[config.mk]
export PLATFORM = sky130hd
export DESIGN_NAME = spi_reg_bank
export DESIGN_NICKNAME = d
export VERILOG_FILES = /design/src/rtl/spi_reg_bank.sv
export SDC_FILE = /design/constraint.sdc
export NUM_CORES = 1
export LEC_CHECK = 0
export BUFFER_PORTS_ARGS = -buffer_cell sky130_fd_sc_hd__buf_2
export CORE_ASPECT_RATIO = 0.7
export CORE_UTILIZATION = 40
export CTS_CLUSTER_SIZE = 12
export DETAILED_ROUTE_END_ITERATION = 6
export GPL_ROUTABILITY_DRIVEN = 0
export SYNTH_ARGS = -nofsm -noshare
export SYNTH_HDL_FRONTEND = slang
export SYNTH_SLANG_ARGS = --single-unit
[constraint.sdc]
create_clock -name clk -period 2.2 [get_ports clk]
set_input_delay 0 -clock clk [delete_from_list [all_inputs] [get_ports clk]]
set_output_delay 0 -clock clk [all_outputs]
set_load 0.1 [all_outputs]
[src/rtl/spi_reg_bank.sv]
// SPI mode-0 register bank: write frames commit on nCS rise; optional readback
// of the addressed register on CIPO, enabled by macro SPI_REG_BANK_READBACK_EN.
module spi_reg_bank #(
  parameter int NUM_REGS = 5,
  parameter int ADDR_W   = 7,
  parameter int DATA_W   = 8
) (
  input  logic                       clk,
  input  logic                       rst_n,
  input  logic                       nCS,
  input  logic                       SCLK,
  input  logic                       COPI,
  output logic                       CIPO,
  output logic                       cipo_oe,
  output logic [NUM_REGS*DATA_W-1:0] reg_q,
  output logic                       wr_strobe,
  output logic [ADDR_W-1:0]          wr_addr,
  output logic                       frame_err
);

  localparam int FL = 1 + ADDR_W + DATA_W;
  localparam int HL = 1 + ADDR_W;
  localparam int CW = $clog2(FL + 1);

  typedef enum logic [1:0] {IDLE, HEADER, DATA, WAIT} state_t;

  state_t            r_state;
  state_t            w_state_nxt;
  logic [1:0]        r_ncs_sync;
  logic [1:0]        r_sclk_sync;
  logic [1:0]        r_copi_sync;
  logic              r_ncs_d;
  logic              r_sclk_d;
  logic [CW-1:0]     r_bit_cnt;
  logic [FL-1:0]     r_shift_in;
  logic [DATA_W-1:0] r_regs [NUM_REGS];

  logic              w_ncs_fall;
  logic              w_ncs_rise;
  logic              w_sclk_rise;
  logic              w_sample;
  logic [FL-1:0]     w_shift_nxt;
  logic              w_rx_rw;
  logic [ADDR_W-1:0] w_rx_addr;
  logic [DATA_W-1:0] w_rx_data;
  logic              w_addr_ok;
  logic              w_commit;
  logic              w_abort;

  // Synchronisers plus one delay stage for edge detection; nCS idles high.
  always_ff @(posedge clk or negedge rst_n) begin
    if (!rst_n) begin
      r_ncs_sync  <= 2'b11;
      r_sclk_sync <= 2'b00;
      r_copi_sync <= 2'b00;
      r_ncs_d     <= 1'b1;
      r_sclk_d    <= 1'b0;
    end else begin
      r_ncs_sync  <= {r_ncs_sync[0], nCS};
      r_sclk_sync <= {r_sclk_sync[0], SCLK};
      r_copi_sync <= {r_copi_sync[0], COPI};
      r_ncs_d     <= r_ncs_sync[1];
      r_sclk_d    <= r_sclk_sync[1];
    end
  end

  assign w_ncs_fall  = r_ncs_d & ~r_ncs_sync[1];
  assign w_ncs_rise  = ~r_ncs_d & r_ncs_sync[1];
  assign w_sclk_rise = r_sclk_sync[1] & ~r_sclk_d;
  assign cipo_oe     = ~r_ncs_sync[1];

  assign w_shift_nxt = {r_shift_in[FL-2:0], r_copi_sync[1]};
  assign w_rx_rw     = r_shift_in[FL-1];
  assign w_rx_addr   = r_shift_in[FL-2 -: ADDR_W];
  assign w_rx_data   = r_shift_in[DATA_W-1:0];
  assign w_addr_ok   = ({1'b0, w_rx_addr} < (ADDR_W+1)'(NUM_REGS));
  assign w_commit    = w_ncs_rise && (r_bit_cnt == CW'(FL)) && w_rx_rw && w_addr_ok;
  assign w_abort     = w_ncs_rise && (r_bit_cnt != CW'(0)) && (r_bit_cnt != CW'(FL));

  // Frame state register.
  always_ff @(posedge clk or negedge rst_n) begin
    if (!rst_n) r_state <= IDLE;
    else        r_state <= w_state_nxt;
  end

  // Next state and bit-sample enable; nCS edges override everything.
  always_comb begin
    w_state_nxt = r_state;
    w_sample    = 1'b0;
    if (w_ncs_rise) begin
      w_state_nxt = IDLE;
    end else if (w_ncs_fall) begin
      w_state_nxt = HEADER;
    end else begin
      case (r_state)
        HEADER: begin
          w_sample = w_sclk_rise;
          if (w_sclk_rise && (r_bit_cnt == CW'(HL-1))) w_state_nxt = DATA;
          else                                         w_state_nxt = HEADER;
        end
        DATA: begin
          w_sample = w_sclk_rise;
          if (w_sclk_rise && (r_bit_cnt == CW'(FL-1))) w_state_nxt = WAIT;
          else                                         w_state_nxt = DATA;
        end
        WAIT:    w_state_nxt = WAIT;
        default: w_state_nxt = IDLE;
      endcase
    end
  end

  // Shift-in, bit count and the registered commit/abort outputs.
  always_ff @(posedge clk or negedge rst_n) begin
    if (!rst_n) begin
      r_bit_cnt  <= '0;
      r_shift_in <= '0;
      wr_strobe  <= 1'b0;
      frame_err  <= 1'b0;
      wr_addr    <= '0;
    end else begin
      wr_strobe <= w_commit;
      frame_err <= w_abort;
      if (w_commit) wr_addr <= w_rx_addr;
      if (w_ncs_fall) begin
        r_bit_cnt  <= '0;
        r_shift_in <= '0;
      end else if (w_ncs_rise) begin
        r_bit_cnt  <= '0;
      end else if (w_sample) begin
        r_bit_cnt  <= r_bit_cnt + CW'(1);
        r_shift_in <= w_shift_nxt;
      end
    end
  end

  // Register file; only a validated write frame changes it.
  always_ff @(posedge clk or negedge rst_n) begin
    if (!rst_n) begin
      for (int i = 0; i < NUM_REGS; i++) r_regs[i] <= '0;
    end else begin
      for (int i = 0; i < NUM_REGS; i++) begin
        if (w_commit && (w_rx_addr == ADDR_W'(i))) r_regs[i] <= w_rx_data;
      end
    end
  end

  for (genvar g = 0; g < NUM_REGS; g++) begin : g_regq
    assign reg_q[g*DATA_W +: DATA_W] = r_regs[g];
  end

`ifdef SPI_REG_BANK_READBACK_EN
  logic              w_sclk_fall;
  logic              w_hdr_done;
  logic [DATA_W-1:0] w_rd_data;
  logic [DATA_W-1:0] r_shift_out;
  logic              r_cipo;

  assign w_sclk_fall = ~r_sclk_sync[1] & r_sclk_d;
  assign w_hdr_done  = w_sample && (r_bit_cnt == CW'(HL-1));

  // Readback mux on the header just completing; unimplemented addresses read 0.
  always_comb begin
    w_rd_data = '0;
    for (int i = 0; i < NUM_REGS; i++) begin
      w_rd_data = (w_shift_nxt[ADDR_W-1:0] == ADDR_W'(i)) ? r_regs[i] : w_rd_data;
    end
  end

  // Shift-out register: loaded at header end, one bit out per SCLK fall in DATA.
  always_ff @(posedge clk or negedge rst_n) begin
    if (!rst_n) begin
      r_shift_out <= '0;
      r_cipo      <= 1'b0;
    end else begin
      if (w_hdr_done) begin
        r_shift_out <= w_shift_nxt[HL-1] ? '0 : w_rd_data;
      end else if ((r_state == DATA) && w_sclk_fall) begin
        r_shift_out <= {r_shift_out[DATA_W-2:0], 1'b0};
      end
      if (w_state_nxt != DATA) begin
        r_cipo <= 1'b0;
      end else if ((r_state == DATA) && w_sclk_fall) begin
        r_cipo <= r_shift_out[DATA_W-1];
      end
    end
  end

  assign CIPO = r_cipo;
`else
  assign CIPO = 1'b0;
`endif

endmodule

* Word-level counts from Yosys, hierarchy flattened
Index checks and enable logic that the tools add are counted.
** Cells by class
- $add $sub $neg :: 1
- Order comparisons :: 1
- Eq/ne operators :: 12
- Multiplexer cells :: 14
- Bitwise operators :: 6
- Reductions and logical operators :: 18
** Operators with widths (number)
- 16-bit two-way mux :: 3
- 5-bit two-way mux :: 3
- 7-bit by 2-bit == test with 1-bit output, second input constant :: 2
- 1-bit logical AND :: 12
- 7-bit by 1-bit == test with 1-bit output, second input constant :: 1
- 7-bit by 3-bit == test with 1-bit output, second input constant :: 1
- 7-bit logical NOT :: 1
- 7-bit by 3-bit less-than comparator with 1-bit output, second input constant :: 1
- 2-bit two-way mux :: 3
- 2-bit one-hot mux with 3 select lines :: 1
- 5-bit by 1-bit adder with 5-bit output, second input constant :: 1
- 5-bit by 3-bit == test with 1-bit output, second input constant :: 1
- 5-bit by 4-bit == test with 1-bit output, second input constant :: 1
- 5-bit == test, second input constant :: 1
- 5-bit inequality test, second input constant :: 1
- 5-bit nonzero test :: 1
- 2-bit == test, second input constant :: 2
- 1-bit two-way mux :: 4
- 1-bit bitwise AND :: 3
- 1-bit NOT :: 3
- 3-bit nonzero test :: 1
- 2-bit by 1-bit == test with 1-bit output, second input constant :: 1
- 2-bit inequality test, second input constant :: 1
- 2-bit AND reduction :: 1
- 2 further kinds :: 2
** Storage, ports and cells
- Bits in registers :: 80
- Input port bits :: 5
- Output and inout port bits :: 51
- Word-level logic and storage cells :: 68

* Logic depth before layout (Yosys ltp)
Gate-level depths: netlist of the first run.
- Depth in word-level cells :: 8
- Mapped depth :: 7
- Gate-level depth less buffers :: 6

* Worst setup path after synthesis of the first run
No wires, ideal clock.
- Path type :: register -> register
- From :: register r_ncs_sync[1]
- To :: register r_bit_cnt[3]
- Setup time :: 0.100 ns
- Arrival time :: 2.369 ns
- Required time :: 2.100 ns
- Slack :: -0.268 ns
- Stages on the path, launching flop included :: 6
- Path buffers :: 0
- Period minus slack after synthesis :: 2.468 ns
- Path through :: dfstp_2 -> inv_1 -> ha_1 -> o31ai_1 -> a21oi_1 -> a311oi_1
** Between the ends
- Cells in the longest elaborated chain, start to end :: 5
- Elaborated cells between the ends (all ways) :: 8
- Those cells by class :: 4 x mux; 3 x bitwise; 1 x reduce/logical
** RTL lines
- start, declared :: line 29 : logic [1:0] r_ncs_sync;
- start signal, assigned :: line 59 : r_ncs_sync <= {r_ncs_sync[0], nCS};
- 1-bit NOT (*)
- net cipo_oe :: line 14 : output logic cipo_oe,
- 1-bit bitwise AND (*) :: line 67 : assign w_ncs_fall = r_ncs_d & ~r_ncs_sync[1];
- 1-bit two-way mux :: line 92 : end else if (w_ncs_fall) begin
- 1-bit two-way mux :: line 90 : if (w_ncs_rise) begin
- 3-bit nonzero test (no source line)
- end signal, assigned :: line 130 : r_bit_cnt <= r_bit_cnt + CW'(1);
- end, declared :: line 34 : logic [CW-1:0] r_bit_cnt;
The timed path passes the listed nets; every way through them passes the cells marked *.
A chain may end at the register's enable or synchronous reset.

* Worst setup path after layout of the first run
- From :: register r_bit_cnt[0]
- To :: register r_regs (netlist bit reg_q[30])
** Between the ends
- Cells in the longest elaborated chain, start to end :: 5
** RTL lines
- 5-bit == test :: line 77 : assign w_commit = w_ncs_rise && (r_bit_cnt == CW'(FL)) && w_rx_rw && w_addr_ok;
- 1-bit logical AND (3 in series) :: line 77
- 1-bit logical AND :: line 142 : if (w_commit && (w_rx_addr == ADDR_W'(i))) r_regs[i] <= w_rx_data;
- end signal, assigned by index :: line 142
- end, declared :: line 36 : logic [DATA_W-1:0] r_regs [NUM_REGS];
No other way between the ends.

==> summary.txt, run 1 <==
cell area after synthesis - 0.00313 mm²
slew of the pin with the lowest slew margin - 0.987 ns
Avg Inst Size Synth - 14.8 µm²
final worst-path cycle share - 95.8%
Crit Path Class - reg2reg
largest net degree at the start of global routing - 81
static leakage power - 2.08 nW
Non-Filler Instances - 389
Critical Path AT - 2.34 ns
CTS tree - done
Crit-path slowest cell - dfrtp_1
relative slew slack - 34.2%
via count - 1968
cells after synthesis - 212
Design Area, Final - 0.00387 mm²
cell mode on critical path - buf_4
Core ar. - 0.00745 mm²
status - complete, no violations
first drt pass iteration count - 4
# DRC - 0
PwrDens - 734 mW/mm²
routed len/inst - 15.9 µm
DRC marker count from the first detailed-route iteration - 93
Seq/Total Area, Yosys - 64.0%
first-pass GRT wire length - 10100 µm
Tot GR Track Use - 16.4%
Die H - 76.0 µm
Critical Path RT - 2.44 ns
width of the die - 108 µm
Die ar. - 0.00819 mm²
final core occ - 51.9%
Max FO, Critical Path - 4
Crit. End Element - flip-flop
post-route antenna net violation count - 0
Max Slew Vio Count - 0
syn_nets - 226
highest clock rate - 474 MHz
CP delay by family, top - simple AND/OR/NAND/NOR gates
drt via density - 5.06
Finish-stage setup viols - 0
initial antenna violation count - 0
gr ovfl total - 0
clock skew - 0.00679 ns
startpoint class of the critical path - flip-flop
Primary FF master, synth - dfrtp_1
root buffer cell - clkbuf_8
H-tree depth - 3
vias in the first global route - 1826
#FFs+latches synth - 80
# Max-Cap Violations - 0
antenna diode count - 0
drt total wl - 6190 µm
fin crit period - 2.11 ns
Detail Placement HPWL - 4050 µm
clock sink count - 80
Clock transition at path regs - 0.08 ns
unique cell type count in the Yosys netlist - 36
Hold Violations, Final - 0
warnings from Yosys - 0
port bufs - 54
Area Overhead vs Synth - 23.5%
largest vdd supply drop - 310 µV
site row count - 26
CP Buf/Inv Count - 3
# IOs - 56
Starting Density - 42.0%
commonest non-fill, non-tap cell in the layout - dfrtp_1
Tot Pwr - 2.84 mW
Placement Cell Area - 0.00361 mm²
ys async rst share - 100%
share of layout cells above drive strength 1 - 47.4%
later-pin clock latency in the skew report - 0.35 ns
# fillers - 646
Post-Place Cells - 368
CTS buffer count - 9
Post-synth EDFFs - 0
clk buf depth - 2
commonest cells after routing, fill and taps aside - dfrtp_1, buf_2, mux2_2
final net count - 300
Slowest Stage Delay on Critical Path - 0.40 ns
cell chain of the critical path - inv_1 -> ha_1 -> or3b_4 -> nor4_4 -> buf_4 -> nand3_2 -> buf_4 -> mux2_2
Hold WC Path Type - in2reg
==> synth_stat cells, types with 2 or more instances <==
cell | instances | area share (%)
dfrtp_1 | 77 | 62
mux2_2 | 43 | 15
a22o_1 | 16 | 4.5
ha_1 | 9 | 3.6
inv_1 | 9 | 1.1
and2_1 | 5 | 1.0
nor2_1 | 5 | 0.60
o21ai_0 | 5 | 0.80
clkbuf_1 | 4 | 0.48
a21oi_1 | 3 | 0.48
and3_1 | 3 | 0.60
dfstp_2 | 3 | 2.5
nand3_1 | 3 | 0.48
a311oi_1 | 2 | 0.56
nand2_1 | 2 | 0.24
nand3b_1 | 2 | 0.48
nand3b_2 | 2 | 0.72
==> cells by family (layout without fill, tap and decap cells) <==
logic type,count (synthesis),in the layout,share of synthesized area (%)
AO/OA/AOI/OAI,30,30,7.31
flip-flops,80,80,64.0
AND/OR/NAND/NOR,34,34,7.55
multiplexers,43,43,15.5
buffers and inverters,15,94,1.92
adder cells (fa/ha/maj),9,9,3.60
other,1,1,0.120
==> worst reg2reg max path: cells and delay by family (launching register included) <==
family        cells  cell delay [ns]
flops             1             0.40
buf+inv           3             0.47
simple gates      3             0.70
fa+ha+maj         1             0.15
mux               1             0.27
==> metal layers <==
layer	GRT usage, %	part of all wire (%)	up-vias
li1	-	-	911
met1	25.6	54	986
met2	20.3	38	62
met3	6.50	6.4	9
met4	5.48	1.3	0
met5	0	0	-
==> worst paths after layout <==
check                                from        endpoint  slack, ns  cells past startpoint
hold reg to reg            r_copi_sync[0]  r_copi_sync[1]       0.35                      0
max in group asynchronous           rst_n       reg_q[36]       1.21                      2
setup reg to reg             r_bit_cnt[0]       reg_q[30]       0.09                      8
min in group asynchronous           rst_n      wr_addr[3]       0.33                      2
hold / removal                        nCS   r_ncs_sync[0]       0.29                      2
setup / recovery             r_bit_cnt[0]       reg_q[30]       0.09                      8
==> per-stage QoR <==
step / setup TNS [ns] / hold slack [ns] / setup slack, ns
global route: -0.0287 / 0.259 / -0.0189
detailed placement: -0.176 / 0.107 / -0.0243
floorplan: -0.102 / -0.296 / -0.0128
CTS: 0 / 0.265 / 0.0489
finish: 0 / 0.287 / 0.0923
global placement: 0 / 0.106 / 0.0335
==> flip-flops by register name, indices dropped and copies added, names as in the netlist <==
signal       flops
reg_q           40
r_sclk_d         1
r_state          2
r_bit_cnt        5
frame_err        1
wr_addr          7
r_ncs_d          1
r_sclk_sync      2
r_ncs_sync       2
r_copi_sync      2
wr_strobe        1
r_shift_in      16
==> power breakdown <==
group | leakage [nW] | internal (mW) | switching [mW]
clock network | 0.0993 | 0.554 | 0.536
registers | 1.09 | 1.50 | 0.0272
logic | 0.887 | 0.0749 | 0.142
total | 2.08 | 2.13 | 0.706
==> cell type report <==
| cell class | count | area (µm²) | share of cell area [%] |
|---|---|---|---|
| well taps | 98 | 123 | 3.17 |
| clock buffers | 11 | 141 | 3.66 |
| repair buffers | 69 | 395 | 10.2 |
| inverters | 9 | 37.5 | 0.971 |
| flip-flops and latches | 80 | 2010 | 51.9 |
| clock inverters | 5 | 56.3 | 1.46 |
| multi-input cells | 117 | 1110 | 28.7 |
==> repair_timing <==
action / 4_1_cts / 5_1_grt
hold buffers: 4 / 0
setup endpoints to repair: 8 / 24
pin swaps: 1 / 1
endpoints found under the hold margin: 80 / 0
gates resized for setup: 1 / 1
buffers inserted: 0 / 1
Power figures use the tool's default switching activity.
==> inputs of run 2 (changes only) <==
--- a/config.mk
+++ b/config.mk
@@ -11,6 +11,7 @@
 export CTS_CLUSTER_SIZE = 12
 export DETAILED_ROUTE_END_ITERATION = 6
 export GPL_ROUTABILITY_DRIVEN = 0
+export HOLD_SLACK_MARGIN = 0.03
 export SYNTH_ARGS = -nofsm -noshare
 export SYNTH_HDL_FRONTEND = slang
 export SYNTH_SLANG_ARGS = --single-unit
==> constraint.sdc (replaced) <==
create_clock -name clk -period 2.2 [get_ports clk]
set_input_delay 0.33 -clock clk [delete_from_list [all_inputs] [get_ports clk]]
set_output_delay 0.33 -clock clk [all_outputs]
set_load 0.1 [all_outputs]
==> summary.txt, run 2 (synthesized netlist as in run 1, its figures left out) <==
PwrDens - 704 mW/mm² (-4.1%)
reg-to-reg critical path startpoint - r_bit_cnt[0]
status - complete, no violations
wl on met1 - 3420 µm (+1.7%)
post-route antenna net violation count - 0 (unchanged)
share of layout cells above drive strength 1 - 50.2% (+2.7 points)
commonest cells after routing, fill and taps aside - dfrtp_1, buf_2, mux2_2
final net count - 302 (+0.67%)
Area Overhead vs Synth - 24.3%
Die ar. - 0.00819 mm² (unchanged)
routed len/inst - 16.4 µm (+2.7%)
Crit-path slowest cell - dfrtp_1
# Max-Cap Violations - 0 (unchanged)
# IOs - 56 (unchanged)
largest net degree at the start of global routing - 45 (-44%)
root buffer cell - clkbuf_8
startpoint class of the critical path - flip-flop
# fillers - 677 (+4.8%)
reg-to-reg setup timing slack - 0.11 ns (about the same)
Die H - 76.0 µm (unchanged)
final worst-path cycle share - 95.2% (-0.58 points)
initial antenna violation count - 0 (unchanged)
setup TNS - 0 ns (unchanged)
width of the die - 108 µm (unchanged)
Placement Cell Area - 0.00362 mm² (+0.35%)
drt via density - 5.03 (-0.51%)
port bufs - 54 (unchanged)
Max FO, Critical Path - 8 (+4)
Critical Path RT - 2.44 ns (about the same)
Crit. End Element - flip-flop
worst hold stages - 1 (-1)
Starting Density - 42.0% (unchanged)
clock sink count - 80 (unchanged)
CTS buffer count - 9 (unchanged)
CTS tree - done
Design Area, Final - 0.00389 mm² (+0.61%)
relative slew slack - 66.2% (+32 points)
Critical Path AT - 2.33 ns (about the same)
via count - 1968 (unchanged)
Detail Placement HPWL - 4190 µm (+3.4%)
DRC marker count from the first detailed-route iteration - 46 (-51%)
vias in the first global route - 1926 (+5.5%)
Slowest Stage Delay on Critical Path - 0.39 ns (about the same)
highest clock rate - 477 MHz (+0.61%)
static leakage power - 2.08 nW (about the same)
clock skew - 0.00769 ns (+0.000895 ns)
hold wc startpoint - nCS
first-pass GRT wire length - 10400 µm (+2.9%)
Hold Path End - r_ncs_sync[0]
H-tree depth - 3 (unchanged)
met3 routed WL - 393 µm (-0.51%)
Tot GR Track Use - 17.0% (+0.52 points)
gr ovfl total - 0 (unchanged)
routed wl met2 - 2520 µm (+7.3%)
clk buf depth - 2 (unchanged)
Finish-stage setup viols - 0 (unchanged)
# DRC - 0 (unchanged)
crit path from - r_bit_cnt[0]
later-pin clock latency in the skew report - 0.35 ns (about the same)
Max Used Layer - met4
Core ar. - 0.00745 mm² (unchanged)
fin crit period - 2.09 ns (-0.0128 ns)
antenna diode count - 0 (unchanged)
Clock transition at path regs - 0.08 ns (about the same)
site row count - 26 (unchanged)
max reg flops - 40 (unchanged)
Max Slew Vio Count - 0 (unchanged)
reg2reg path depth - 7 (-1)
largest vdd supply drop - 299 µV (-3.6%)
Fin Hold WS - 0.0718 ns (-0.215 ns)
Hold Violations, Final - 0 (unchanged)
drt total wl - 6390 µm (+3.2%)
Crit Path Class - reg2reg
slew of the pin with the lowest slew margin - 0.511 ns (-0.476 ns)
cell chain of the critical path - inv_2 -> ha_2 -> or3b_4 -> nor4_4 -> buf_4 -> nand3b_4 -> mux2_4
Hold WC Path Type - in2reg
Reg-to-Reg End - reg_q[8]
first drt pass iteration count - 4 (unchanged)
commonest non-fill, non-tap cell in the layout - dfrtp_1
[run 2: cell count changes in the layout (fill, tap and decap cells not counted), moves of 2 or more]
cell	change
ha_2	+2
ha_1	-2
dlygate4sd3_1	-3
clkinvlp_4	+2
buf_4	+4
[run 2: worst max-delay path by stage]
stage                      to  slack [ns]
finish               reg_q[8]        0.11
global route         reg_q[8]       -0.01
CTS                 reg_q[13]       -0.03
detailed placement  reg_q[10]       -0.02
global placement    reg_q[11]        0.04
floorplan           reg_q[16]       -0.01
[run 2: timing repair]
action,CTS,global route
pin swaps,0,2
setup endpoints to repair,8,32
resized for setup,0,8
hold buffers,1,0
hold endpoints to repair,36,0
buffers inserted,0,6
[run 2: through the flow]
stage                     util [%]  power, mW  cells  setup slack, ns
after CTS                     51.1       2.74    385          -0.0287
after global routing          52.2       2.88    391          -0.0106
final                         52.2       2.74    391            0.105
after global placement        48.6       1.76    368           0.0436
after floorplan                  -       1.69    212          -0.0128
after detailed placement      48.6       1.77    368          -0.0236
[run 2: worst max-delay path: cells and delay by family (launching register included)]
kind	cells	cell delay, ns
mux	1	0.34
fa+ha+maj	1	0.17
simple gates	3	0.83
flops	1	0.39
buf+inv	2	0.26
[run 2: layout make-up]
class                      instances  area, µm²  area share, %
timing repair buffer              71        415           10.7
clock buffer                      11        141           3.63
inverter                           9       37.5          0.965
clock inverter                     5       32.5          0.836
multi-input combinational        117       1140           29.2
tap                               98        123           3.15
sequential                        80       2010           51.5
[run 2: routing by layer]
layer,track usage (%),up-vias
met2,21.9,55
met1,26.2,995
met4,3.70,0
met3,6.84,7
li1,-,911
met5,0,-
[run 2: power by group]
group / switching [mW] / internal (mW)
registers: 0.0257 / 1.50
clock network: 0.531 / 0.437
logic: 0.153 / 0.0884
total: 0.710 / 2.03
==> inputs of run 3 (changes only) <==
--- a/config.mk
+++ b/config.mk
@@ -6,12 +6,17 @@
 export NUM_CORES = 1
 export LEC_CHECK = 0
 export BUFFER_PORTS_ARGS = -buffer_cell sky130_fd_sc_hd__buf_2
+export CELL_PAD_IN_SITES_DETAIL_PLACEMENT = 1
+export CELL_PAD_IN_SITES_GLOBAL_PLACEMENT = 2
 export CORE_ASPECT_RATIO = 0.7
-export CORE_UTILIZATION = 40
+export CORE_MARGIN = 1.5
+export CORE_UTILIZATION = 34
 export CTS_CLUSTER_SIZE = 12
 export DETAILED_ROUTE_END_ITERATION = 6
 export GPL_ROUTABILITY_DRIVEN = 0
 export HOLD_SLACK_MARGIN = 0.03
+export PLACE_DENSITY_LB_ADDON = 0.1
+export SETUP_SLACK_MARGIN = 0.3
 export SYNTH_ARGS = -nofsm -noshare
 export SYNTH_HDL_FRONTEND = slang
 export SYNTH_SLANG_ARGS = --single-unit
==> summary.txt, run 3 (synthesized netlist as in run 1, its figures left out) <==
clock skew - 0.00361 ns (-0.00407 ns)
# Max-Cap Violations - 0 (unchanged)
# fillers - 945 (+40%)
fin crit period - 2.00 ns (-0.0949 ns)
drt via density - 4.87 (-3.3%)
final net count - 303 (+0.33%)
highest clock rate - 500 MHz (+4.7%)
via count - 2034 (+3.4%)
Die ar. - 0.00981 mm² (+20%)
width of the die - 118 µm (+9.2%)
Detail Placement HPWL - 4710 µm (+12%)
Register Area - 0.00201 mm² (unchanged)
first-pass GRT wire length - 11900 µm (+15%)
largest net degree at the start of global routing - 38 (-16%)
Critical Path RT - 2.42 ns (-0.02 ns)
Crit. End Element - flip-flop
Critical Path AT - 2.22 ns (-0.11 ns)
CP Buf/Inv Count - 2 (unchanged)
CP delay by family, top - simple AND/OR/NAND/NOR gates
PwrDens - 803 mW/mm² (+14%)
footprint of the multi-input gates - 0.00122 mm² (+7.2%)
reg-to-reg setup timing slack - 0.20 ns (+0.09 ns)
drt total wl - 7140 µm (+12%)
Die H - 83.3 µm (+9.6%)
Tot GR Track Use - 16.1% (-0.85 points)
Core ar. - 0.00900 mm² (+21%)
cell chain of the critical path - inv_2 -> ha_4 -> or3b_4 -> nor4_4 -> buf_6 -> nand3b_4 -> mux2_4
Max FO, Critical Path - 8 (unchanged)
final worst-path cycle share - 90.9% (-4.3 points)
# IOs - 56 (unchanged)
largest vdd supply drop - 406 µV (+36%)
clock sink count - 80 (unchanged)
routed len/inst - 17.1 µm (+4.4%)
RSZ-0062 raised after global routing - yes
Finish-stage setup viols - 0 (unchanged)
CTS tree - done
initial antenna violation count - 0 (unchanged)
Placement Cell Area - 0.00368 mm² (+1.6%)
DRC marker count from the first detailed-route iteration - 77 (+67%)
static leakage power - 2.20 nW (+6.0%)
commonest cells after routing, fill and taps aside - dfrtp_1, buf_2, mux2_2
site row count - 29 (+12%)
Area Overhead vs Synth - 32.6%
antenna diode count - 0 (unchanged)
Max Slew Vio Count - 0 (unchanged)
status - complete, no violations
vias in the first global route - 2104 (+9.2%)
port bufs - 54 (unchanged)
CTS buffer count - 9 (unchanged)
Hold WC Path Type - in2reg
# DRC - 0 (unchanged)
Hold Violations, Final - 0 (unchanged)
Slowest Stage Delay on Critical Path - 0.39 ns (about the same)
clk buf depth - 2 (unchanged)
first drt pass iteration count - 4 (unchanged)
later-pin clock latency in the skew report - 0.33 ns (-0.02 ns)
share of layout cells above drive strength 1 - 51.7% (+1.5 points)
post-route antenna net violation count - 0 (unchanged)
gr ovfl total - 0 (unchanged)
commonest non-fill, non-tap cell in the layout - dfrtp_1
Design Area, Final - 0.00415 mm² (+6.7%)
startpoint class of the critical path - flip-flop
root buffer cell - clkbuf_16
Starting Density - 34.8% (-7.2 points)
Crit Path Class - reg2reg
setup TNS - 0 ns (unchanged)
Crit-path slowest cell - or3b_4
Clock transition at path regs - 0.06 ns (-0.02 ns)
H-tree depth - 3 (unchanged)
max reg flops - 40 (unchanged)
==> run 3: cell count changes in the layout (fill, tap and decap cells not counted), sizes merged <==
cell	previous run	this run
clkbuf	11	14
buf	70	71
clkinv	2	0
clkinvlp	4	2
bufinv	0	1
==> run 3: final cells by class <==
type / instances / area share, %
inverters: 9 / 0.904
multi-input cells: 117 / 29.3
clock inverters: 2 / 0.904
flip-flops and latches: 80 / 48.3
repair buffers: 72 / 10.5
well taps: 124 / 3.74
clock buffers: 14 / 6.36
==> run 3: per-stage QoR <==
step / utilization [%] / cells / total power [mW] / worst slack, ns / hold WS [ns]
after global routing: 46.1 / 418 / 3.49 / 0.108 / 0.0745
after global placement: 40.9 / 392 / 1.79 / -0.0958 / 0.226
after detailed placement: 40.9 / 392 / 1.79 / -0.108 / 0.227
after CTS: 45.1 / 413 / 3.34 / 0.198 / 0.0761
after floorplan: - / 212 / 1.71 / 0.155 / 0.0344
final: 46.1 / 418 / 3.33 / 0.200 / 0.0930
==> run 3: routing by layer <==
layer,share of wire (%),vias up,GRT usage [%]
li1,-,912,-
met1,51,1056,23.4
met4,1.3,0,5.32
met2,42,56,21.7
met3,6.1,10,6.46
met5,0,-,0
==> run 3: final timing paths <==
kind,start,end,cells after the start
max,r_bit_cnt[0],reg_q[20],7
max reg2reg,r_bit_cnt[0],reg_q[20],7
max in group asynchronous,rst_n,wr_strobe,3
min,nCS,r_ncs_sync[0],1
min reg2reg,r_sclk_sync[0],r_sclk_sync[1],0
min in group asynchronous,rst_n,r_sclk_sync[0],2
==> run 3: what timing repair did <==
action,CTS,global route
buffers inserted,4,5
pin swaps,2,4
hold buffers,1,0
setup endpoints to repair,40,64
resized for setup,7,13
hold endpoints to repair,15,0
==> run 3: report_power, final <==
part	total, mW	switching [mW]	internal (mW)	leakage, nW
Clock	1.50	0.553	0.942	0.143
Combinational	0.301	0.180	0.121	0.969
Sequential	1.54	0.0303	1.51	1.09
Total	3.33	0.763	2.57	2.20
